[config.mk]
export PLATFORM = sky130hd
export DESIGN_NAME = keypad_scanner_4x4_flat
export DESIGN_NICKNAME = d
export VERILOG_FILES = /design/src/rtl/keypad_scanner_4x4_if.sv /design/src/rtl/keypad_scanner_4x4.sv /design/src/flat_wrapper.sv
export SDC_FILE = /design/constraint.sdc
export NUM_CORES = 1
export LEC_CHECK = 0
export CAP_MARGIN = 5
export CORE_ASPECT_RATIO = 1.5
export CORE_MARGIN = 3
export CORE_UTILIZATION = 60
export CTS_BUF_LIST = sky130_fd_sc_hd__clkbuf_8 sky130_fd_sc_hd__clkbuf_16
export DETAILED_ROUTE_END_ITERATION = 6
export PLACE_DENSITY_LB_ADDON = 0.15
export SLEW_MARGIN = 5
export SYNTH_ARGS = -nofsm -noshare
export SYNTH_HDL_FRONTEND = slang
export SYNTH_SLANG_ARGS = --single-unit
[constraint.sdc]
create_clock -name clk -period 4.55 [get_ports clk]
set_clock_uncertainty 0.1 [all_clocks]
set_input_delay 0.91 -clock clk [delete_from_list [all_inputs] [get_ports clk]]
set_output_delay 0.91 -clock clk [all_outputs]
set_load 0.05 [all_outputs]
[src/rtl/keypad_scanner_4x4_if.sv]
// keypad_scanner_4x4_if
// Bundles the keypad matrix lines and the key-code outputs of the scanner.
//   row_in      : keypad rows, active low, asynchronous to clk
//   col_out     : keypad column drive, exactly one bit low
//   clear_tries : synchronous clear of the press counter
//   onehot      : held key code, bit index = row*4 + col
//   key_valid   : one-cycle pulse per accepted press
//   tries       : saturating count of accepted presses
// master = scanner side, slave = keypad / downstream side.
interface keypad_scanner_4x4_if;
   logic [3:0]  row_in;
   logic [3:0]  col_out;
   logic        clear_tries;
   logic [15:0] onehot;
   logic        key_valid;
   logic [7:0]  tries;

   modport master (
      input  row_in,
      input  clear_tries,
      output col_out,
      output onehot,
      output key_valid,
      output tries
   );

   modport slave (
      output row_in,
      output clear_tries,
      input  col_out,
      input  onehot,
      input  key_valid,
      input  tries
   );
endinterface

[src/rtl/keypad_scanner_4x4.sv]
// keypad_scanner_4x4
// Scans a 4x4 matrix keypad one column at a time, debounces press and
// release of a single key and reports it as a held one-hot code with a
// one-cycle valid pulse and a saturating press counter.
// Ports:
//   clk   : system clock
//   rst_n : asynchronous reset, active low
//   bus   : keypad_scanner_4x4_if.master (row_in, col_out, clear_tries,
//           onehot, key_valid, tries)
//
// state    | meaning
// ---------+----------------------------------------------------------
// SCAN     | walk columns; on a tick with exactly one row low, latch it
// DEBOUNCE | column frozen; count stable ticks of the latched row
// HELD     | key accepted; count all-high ticks until release confirmed
module keypad_scanner_4x4 #(
   parameter int SCAN_DIV     = 50000,
   parameter int DEBOUNCE_CNT = 4
) (
   input logic                     clk,
   input logic                     rst_n,
   keypad_scanner_4x4_if.master    bus
);

   localparam int DIV_W = (SCAN_DIV > 1) ? $clog2(SCAN_DIV) : 1;
   localparam int CNT_W = (DEBOUNCE_CNT > 1) ? $clog2(DEBOUNCE_CNT + 1) : 1;
   localparam logic [DIV_W-1:0] DIV_LAST = DIV_W'(SCAN_DIV - 1);
   localparam logic [CNT_W-1:0] CNT_LAST = CNT_W'(DEBOUNCE_CNT - 1);

   typedef enum logic [1:0] {
      SCAN     = 2'd0,
      DEBOUNCE = 2'd1,
      HELD     = 2'd2
   } state_t;

   // one bit low at position idx; used both for column drive and for the
   // expected row pattern of the latched key
   function automatic logic [3:0] one_cold(input logic [1:0] idx);
      return ~(4'b0001 << idx);
   endfunction

   logic [3:0]       row_s1, row_s2;
   logic [DIV_W-1:0] div_cnt;
   logic             tick;

   state_t           state;
   logic [1:0]       col_idx;
   logic [1:0]       row_idx;
   logic [CNT_W-1:0] deb_cnt;
   logic [3:0]       col_out_q;
   logic [15:0]      onehot_q;
   logic             key_valid_q;
   logic [7:0]       tries_q;

   logic             one_low;
   logic [1:0]       low_idx;

   always_ff @(posedge clk or negedge rst_n) begin
      if (!rst_n) begin
         row_s1  <= 4'hF;
         row_s2  <= 4'hF;
         div_cnt <= '0;
      end else begin
         row_s1  <= bus.row_in;
         row_s2  <= row_s1;
         div_cnt <= tick ? '0 : div_cnt + 1'b1;
      end
   end

   assign tick = (div_cnt == DIV_LAST);

   // two or more rows low means ghosting or a multi-key press: not a key
   always_comb begin
      one_low = 1'b0;
      low_idx = 2'd0;
      case (row_s2)
         4'b1110: begin one_low = 1'b1; low_idx = 2'd0; end
         4'b1101: begin one_low = 1'b1; low_idx = 2'd1; end
         4'b1011: begin one_low = 1'b1; low_idx = 2'd2; end
         4'b0111: begin one_low = 1'b1; low_idx = 2'd3; end
         default: ;
      endcase
   end

   always_ff @(posedge clk or negedge rst_n) begin
      if (!rst_n) begin
         state       <= SCAN;
         col_idx     <= 2'd0;
         row_idx     <= 2'd0;
         deb_cnt     <= '0;
         col_out_q   <= 4'b1110;
         onehot_q    <= 16'h0000;
         key_valid_q <= 1'b0;
         tries_q     <= 8'd0;
      end else begin
         key_valid_q <= 1'b0;
         // an accepted press below overrides this with the post-clear count
         if (bus.clear_tries)
            tries_q <= 8'd0;

         if (tick) begin
            case (state)
               SCAN: begin
                  if (one_low) begin
                     row_idx <= low_idx;
                     deb_cnt <= '0;
                     state   <= DEBOUNCE;
                  end else begin
                     col_idx   <= col_idx + 2'd1;
                     col_out_q <= one_cold(col_idx + 2'd1);
                  end
               end
               DEBOUNCE: begin
                  if (row_s2 == one_cold(row_idx)) begin
                     if (deb_cnt == CNT_LAST) begin
                        onehot_q    <= 16'h0001 << {row_idx, col_idx};
                        key_valid_q <= 1'b1;
                        if (bus.clear_tries)
                           tries_q <= 8'd1;
                        else if (tries_q != 8'hFF)
                           tries_q <= tries_q + 8'd1;
                        deb_cnt <= '0;
                        state   <= HELD;
                     end else begin
                        deb_cnt <= deb_cnt + 1'b1;
                     end
                  end else begin
                     deb_cnt   <= '0;
                     col_idx   <= col_idx + 2'd1;
                     col_out_q <= one_cold(col_idx + 2'd1);
                     state     <= SCAN;
                  end
               end
               HELD: begin
                  if (row_s2 == 4'hF) begin
                     if (deb_cnt == CNT_LAST) begin
                        deb_cnt   <= '0;
                        col_idx   <= col_idx + 2'd1;
                        col_out_q <= one_cold(col_idx + 2'd1);
                        state     <= SCAN;
                     end else begin
                        deb_cnt <= deb_cnt + 1'b1;
                     end
                  end else begin
                     deb_cnt <= '0;
                  end
               end
               default: begin
                  deb_cnt <= '0;
                  state   <= SCAN;
               end
            endcase
         end
      end
   end

   assign bus.col_out   = col_out_q;
   assign bus.onehot    = onehot_q;
   assign bus.key_valid = key_valid_q;
   assign bus.tries     = tries_q;

endmodule

[src/flat_wrapper.sv]
// flat-port wrapper written by rule: the top's interface ports become plain ports
module keypad_scanner_4x4_flat 
#(
   parameter int SCAN_DIV     = 50000,
   parameter int DEBOUNCE_CNT = 4
)
  (clk, rst_n, bus_row_in, bus_clear_tries, bus_col_out, bus_onehot, bus_key_valid, bus_tries);
  keypad_scanner_4x4_if bus_i ();
  input logic clk;
  input logic rst_n;
  input wire logic [$bits(bus_i.row_in)-1:0] bus_row_in;
  input wire logic [$bits(bus_i.clear_tries)-1:0] bus_clear_tries;
  output wire logic [$bits(bus_i.col_out)-1:0] bus_col_out;
  output wire logic [$bits(bus_i.onehot)-1:0] bus_onehot;
  output wire logic [$bits(bus_i.key_valid)-1:0] bus_key_valid;
  output wire logic [$bits(bus_i.tries)-1:0] bus_tries;
  assign bus_i.row_in = bus_row_in;
  assign bus_i.clear_tries = bus_clear_tries;
  assign bus_col_out = bus_i.col_out;
  assign bus_onehot = bus_i.onehot;
  assign bus_key_valid = bus_i.key_valid;
  assign bus_tries = bus_i.tries;
  keypad_scanner_4x4 #(.SCAN_DIV(SCAN_DIV), .DEBOUNCE_CNT(DEBOUNCE_CNT)) u_core (.clk(clk), .rst_n(rst_n), .bus(bus_i));
endmodule
# [Word-level counts from Yosys, hierarchy flattened]
# Cells that the tools add are included.
[totals] input_bits=7 elab_cells=80 reg_bits=62 out_inout_bits=29
[op_classes] n_eq_ne=17 shifts=3 bitwise=2 addsub=4 n_reduce_logical=8 mux=35
[ops] operator="$mux 8" count=7
[ops] operator="$mux 2" count=9
[ops] operator="$pmux 2 s3" count=3
[ops] operator="$add 16x1->16 const B" count=1
[ops] operator="$eq 16x16->1 const B" count=1
[ops] operator="$eq 4x4->1 const B" count=4
[ops] operator="$mux 16" count=1
[ops] operator="$mux 4" count=4
[ops] operator="$shl 1x4->16 const A" count=1
[ops] operator="$mux 3" count=4
[ops] operator="$pmux 4 s3" count=1
[ops] operator="$pmux 3 s3" count=1
[ops] operator="$add 8x1->8 const B" count=1
[ops] operator="$ne 8x8->1 const B" count=1
[ops] operator="$not 4->4" count=2
[ops] operator="$shl 1x2->4 const A" count=2
[ops] operator="$ne 2x1->1 const B" count=3
[ops] operator="$reduce_and 6->1" count=1
[ops] operator="$mux 1" count=5
[ops] operator="$reduce_and 5->1" count=1
[ops] operator="$eq 4x3->1 const B" count=1
[ops] operator="$eq 4x4->1" count=1
[ops] operator="$ne 2x2->1 const B" count=2
[ops] operator="$reduce_and 4->1" count=1
[ops] operator="11 further kinds" count=11

# [Depth between registers and ports, before layout]
[logic_depth] ltp_word=7 mapped_depth=8

# [Worst setup path after synthesis]
# Ideal clock, no wire load.
[synth_path] path_kind="register to register" startpoint="reg u_core.row_s2[0]" endpoint="reg u_core.col_idx[1]" slack_ns=2.178 path_stages_with_launch=8 required_ns=4.325 synth_period_minus_slack_ns=2.372 n_path_buf=2 arrival_time_ns=2.147 path_cell_list="dfstp_2 > buf_4 > and4b_1 > a32oi_2 > a21oi_1 > or4b_1 > buf_2 > mux2_4"
[synth_via] elab_chain_len=5
[synth_lines] element="start: declaration" line="keypad_scanner_4x4.sv:42" source="logic [3:0] row_s1, row_s2;"
[synth_lines] element="start signal: assignment" line="keypad_scanner_4x4.sv:65" source="row_s2 <= row_s1;"
[synth_lines] element="$eq 4x4->1 / $eq 4x3->1 (equally long branches)" line="keypad_scanner_4x4.sv:76" source="case (row_s2)"
[synth_lines] element="$reduce_or 4->1 (no source line)"
[synth_lines] element="$mux 1" line="keypad_scanner_4x4.sv:76"
[synth_lines] element="$ne 2x2->1 (no source line)"
[synth_lines] element="$reduce_and 6->1 (no source line) (*)"
[synth_lines] element="end signal: assignment" line="keypad_scanner_4x4.sv:109" source="col_idx <= col_idx + 2'd1;"
[synth_lines] element="end signal: assignment" line="keypad_scanner_4x4.sv:129" source="col_idx <= col_idx + 2'd1;"
[synth_lines] element="end signal: assignment" line="keypad_scanner_4x4.sv:138" source="col_idx <= col_idx + 2'd1;"
[synth_lines] element="end: declaration" line="keypad_scanner_4x4.sv:47" source="logic [1:0] col_idx;"
# Mark *: on every way between the ends. The rest lies on a longest branch, timed or not.
# A chain may end at the register's enable or synchronous reset.

# [Worst setup path in the final report]
[layout_path] startpoint="reg u_core.row_s2[3]" endpoint="reg u_core.tries_q[2], in the netlist u_core.bus.tries[2]"
[layout_via] elab_chain_len=4
[layout_lines] element="$eq 4x4->1" line="keypad_scanner_4x4.sv:114" source="if (row_s2 == one_cold(row_idx)) begin"
[layout_lines] element="$mux 8" line="keypad_scanner_4x4.sv:114"
[layout_lines] element="$mux 8" line="keypad_scanner_4x4.sv:102" source="case (state)"
[layout_lines] element="$mux 8" line="keypad_scanner_4x4.sv:101" source="if (tick) begin"
[layout_lines] element="end signal: assignment" line="keypad_scanner_4x4.sv:121" source="tries_q <= tries_q + 8'd1;"
[layout_lines] element="end: declaration" line="keypad_scanner_4x4.sv:53" source="logic [7:0] tries_q;"
# Every way passes these cells.

==> impl_summary.log <==
[metrics] overflow left after global routing: 0
[metrics] vias in the first global route: 2309
[metrics] Die Height: around 93 um
[metrics] number of setup buffers added after CTS: 0
[metrics] Resize count post-CTS: 0
[metrics] Die Area: roughly 0.0060 mm^2
[metrics] sum of negative setup slack: 0 ns
[metrics] Chip Width: 64.29 um
[metrics] maximum fanout along the worst path: 17
[metrics] synthesized net count: around 310
[metrics] overall track demand over capacity in global routing: 21.94%
[metrics] unrepaired setup endpoints after global routing: no
[metrics] I/O pin count: 36
[metrics] cell chain of the critical path: or3b_1 > a21bo_2 > a2111oi_4 > a21oi_1 > a311oi_1
[metrics] core outline area: between 0.004 and 0.005 mm^2
[metrics] number of storage elements in the synthesis netlist: 62
[metrics] signed area change from the synthesized netlist to the final layout: 21.64%
[metrics] Net count, final: about 350
[metrics] # hold bufs at CTS: 0
[metrics] maximum vdd ir drop: ~0.00028 V
[metrics] number of synthesized flops with an enable pin: 0
[metrics] detail-routed net length per standard cell: between 15 and 20 um
[metrics] global-route wire length before repair: 10260 um
[metrics] Vias: approximately 2300
[metrics] transition at the pin with the smallest max-transition slack: ~0.9 ns
[metrics] synthesized cell area: between 0.003 and 0.004 mm^2
[metrics] Worst path slowest cell: sky130_fd_sc_hd__a2111oi_4
[metrics] weighted congestion reported at the end of routability-driven placement: 0.8579
[metrics] type of the setup path with the least slack: reg2reg
[metrics] DRT iter0 DRCs: approximately 180
[metrics] part of the Yosys area used for sequential elements: 51.19%
[metrics] initial antenna violation count: 0
[metrics] initial cell density of the core: around 63%
[metrics] leakage power: between 0.0015 and 0.002 uW
[metrics] endpoint arrival time on the critical path: 2.86 ns
[metrics] estimated wirelength of the detail-placed design: around 4300 um
[metrics] headroom to the max-slew limit: between 30% and 40%
[metrics] post-synthesis area per instance: roughly 10 um^2
[metrics] startpoint type of the worst setup path: register
[metrics] Clock H-tree levels: 3
[metrics] residual DRC count: 0
[metrics] min Tclk post-route: 2.731 ns
[metrics] number of setup violations in the final report: 0
[metrics] post-layout total power: 1223 uW
[metrics] drt first pass iters: 4
[metrics] crit path buf inv count: 0
[metrics] post-CTS clock slew at the launch and capture registers of the worst setup and hold paths: roughly 0.060 ns
[metrics] number of rows in the core area: 31
[metrics] share of flip-flops with an asynchronous set or reset after synthesis: 100.0%
[metrics] final critical-path share of the clock period: between 60% and 70%
[metrics] Top delay family on crit path: compound AO/OA/AOI/OAI gates
[metrics] Fill cells: 351
[metrics] Worst EP required: roughly 4.7 ns
[metrics] total power density per cell area: between 300 and 400 mW/mm^2
[metrics] Cell variety after synth: 53
[metrics] count of input and output buffers: 35
[metrics] Clock Root Buffer: sky130_fd_sc_hd__clkbuf_8
[metrics] TritonCTS clock tree: yes
[metrics] highest cell delay on the worst timing path: ~0.85 ns
[metrics] clock buffers created by TritonCTS: 9
[metrics] number of buffers between clock root and the deepest sink: 2
[metrics] most used flip-flop cell after synthesis: sky130_fd_sc_hd__dfrtp_1
[metrics] Synth Warn #: 0
[metrics] HP Class: reg2reg
[metrics] clock network latency to the later pin of the worst-skew pair: 0.33 ns
[metrics] total count of max-transition violations in the final report: 0
[metrics] critical path capture point type: register
[metrics] count of inserted antenna diode cells: 0
[metrics] final number of hold-violating endpoints: 0
[metrics] number of max-capacitance violations reported: 0
[metrics] clk sink count: slightly above 60
[metrics] result of the run: finished clean
[metrics] cell count after synthesis: 293
[metrics] aggregate routed wire length: between 6000 and 7000 um
[metrics] post-detailed-route count of antenna-violating nets: 0
[metrics] mean number of vias per cell: about 5.8
[metrics] maximum number of pins on one net before global-route repair: 63
[metrics] layout cell share with drive strength beyond 1: about an eighth
[metrics] timing-limited maximum frequency: 366.1 MHz
## cells by family (layout without fill, tap and decap cells)
logic type / count (synthesis) / after routing / synth area share, %
AOI/OAI and AO/OA: 40 / 40 / 9.903
xor gates and xnor gates: 15 / 15 / 4.296
adders and majority gates: 11 / 11 / 4.501
buffers and inverters: 23 / 66 / 3.232
DFF: 62 / 62 / 51.19
muxes: 11 / 11 / 3.846
and+or+nand+nor: 131 / 131 / 23.04
## worst register-to-register path, cell delays in order, from the launching register on
cell,delay [ns]
sky130_fd_sc_hd__dfstp_2,0.59
sky130_fd_sc_hd__or3b_1,0.39
sky130_fd_sc_hd__a21bo_2,0.26
sky130_fd_sc_hd__a2111oi_4,0.86
sky130_fd_sc_hd__a21oi_1,0.17
sky130_fd_sc_hd__a311oi_1,0.27
## synthesized netlist by cell type (all sizes together) (4+ instances only)
| cell type | count | area [um^2] |
|---|---|---|
| ha | 11 | 137.6 |
| nand4 | 8 | 56.30 |
| nor2 | 14 | 52.55 |
| mux2i | 8 | 80.08 |
| o21ai | 8 | 40.04 |
| buf | 5 | 30.02 |
| clkbuf | 5 | 20.01 |
| inv | 13 | 48.80 |
| nor3 | 5 | 25.02 |
| a21oi | 9 | 45.04 |
| xor2 | 8 | 70.07 |
| xnor2 | 7 | 61.31 |
| nand2b | 7 | 43.79 |
| nand3 | 25 | 125.1 |
| nand2 | 41 | 153.9 |
| dfstp | 11 | 289.0 |
| nor2b | 4 | 25.02 |
| and3 | 6 | 37.54 |
| dfrtp | 51 | 1276 |
## report_power, final
group          internal [uW]  total [uW]  switching (uW)  leakage [uW]
Combinational           8.88        24.7            15.9      0.000693
Sequential               558         562            4.45      0.000813
Clock                    422         636             214      0.000130
## through the flow
step	instances	hold WS, ns	area, um^2	worst slack [ns]	util [%]
floorplan	293	0.2452	3058	2.178	-
global placement	386	0.2469	3451	1.939	70.61
detailed placement	386	0.2468	3451	1.828	70.61
CTS	402	0.2567	3720	1.823	76.11
global route	402	0.2597	3720	1.631	76.11
finish	402	0.2558	3720	1.819	76.11
## cells in the final DEF (no fill, tap or decap), drive strengths merged, types with 5 or more instances in the layout
cell / Yosys / routed
dfrtp: 51 / 51
nand2: 41 / 41
clkdlybuf4s50: 0 / 34
nand3: 25 / 25
nor2: 14 / 14
inv: 13 / 14
ha: 11 / 11
dfstp: 11 / 11
a21oi: 9 / 9
clkbuf: 5 / 9
mux2i: 8 / 8
xor2: 8 / 8
o21ai: 8 / 8
nand4: 8 / 8
xnor2: 7 / 7
nand2b: 7 / 7
and3: 6 / 6
nor3: 5 / 5
## metal layers
layer	up-vias	global-route usage [%]	part of all wire, %
met5	-	0	0
met1	1146	24.92	41
met3	8	4.447	4.2
li1	1112	-	-
met4	0	10.58	1.2
met2	60	38.79	54
## sequential cells by signal, summed over array words and instances, names as in the netlist
name and cells:
u_core.row_idx 2, u_core.div_cnt 16, u_core.bus.key_valid 1, u_core.row_s1 4, u_core.bus.tries 8, u_core.bus.col_out 4
u_core.state 2, u_core.col_idx 2, u_core.row_s2 4, u_core.bus.onehot 16, u_core.deb_cnt 3
## path summary, 6_finish.rpt
kind                             startpoint  slack, ns                    to  cells after the start
min in group asynchronous             rst_n       0.62  u_core.bus.onehot[8]                      2
setup reg to reg           u_core.row_s2[3]       1.82   u_core.bus.tries[2]                      5
max in group asynchronous             rst_n       3.23     u_core.deb_cnt[2]                      2
hold / removal             u_core.row_s1[2]       0.26      u_core.row_s2[2]                      0
setup / recovery           u_core.row_s2[3]       1.82   u_core.bus.tries[2]                      5
hold reg to reg            u_core.row_s1[2]       0.26      u_core.row_s2[2]                      0
## final cells by class
class                      instances  area, um^2  area share (%)
sequential                        62        1565           42.08
multi-input combinational        208        1394           37.47
timing repair buffer              37       360.3           9.687
clock inverter                     7       145.1           3.902
clock buffer                       9       123.9           3.330
tap                               66       82.58           2.220
inverter                          13       48.80           1.312
Power figures use the tool's default switching activity.
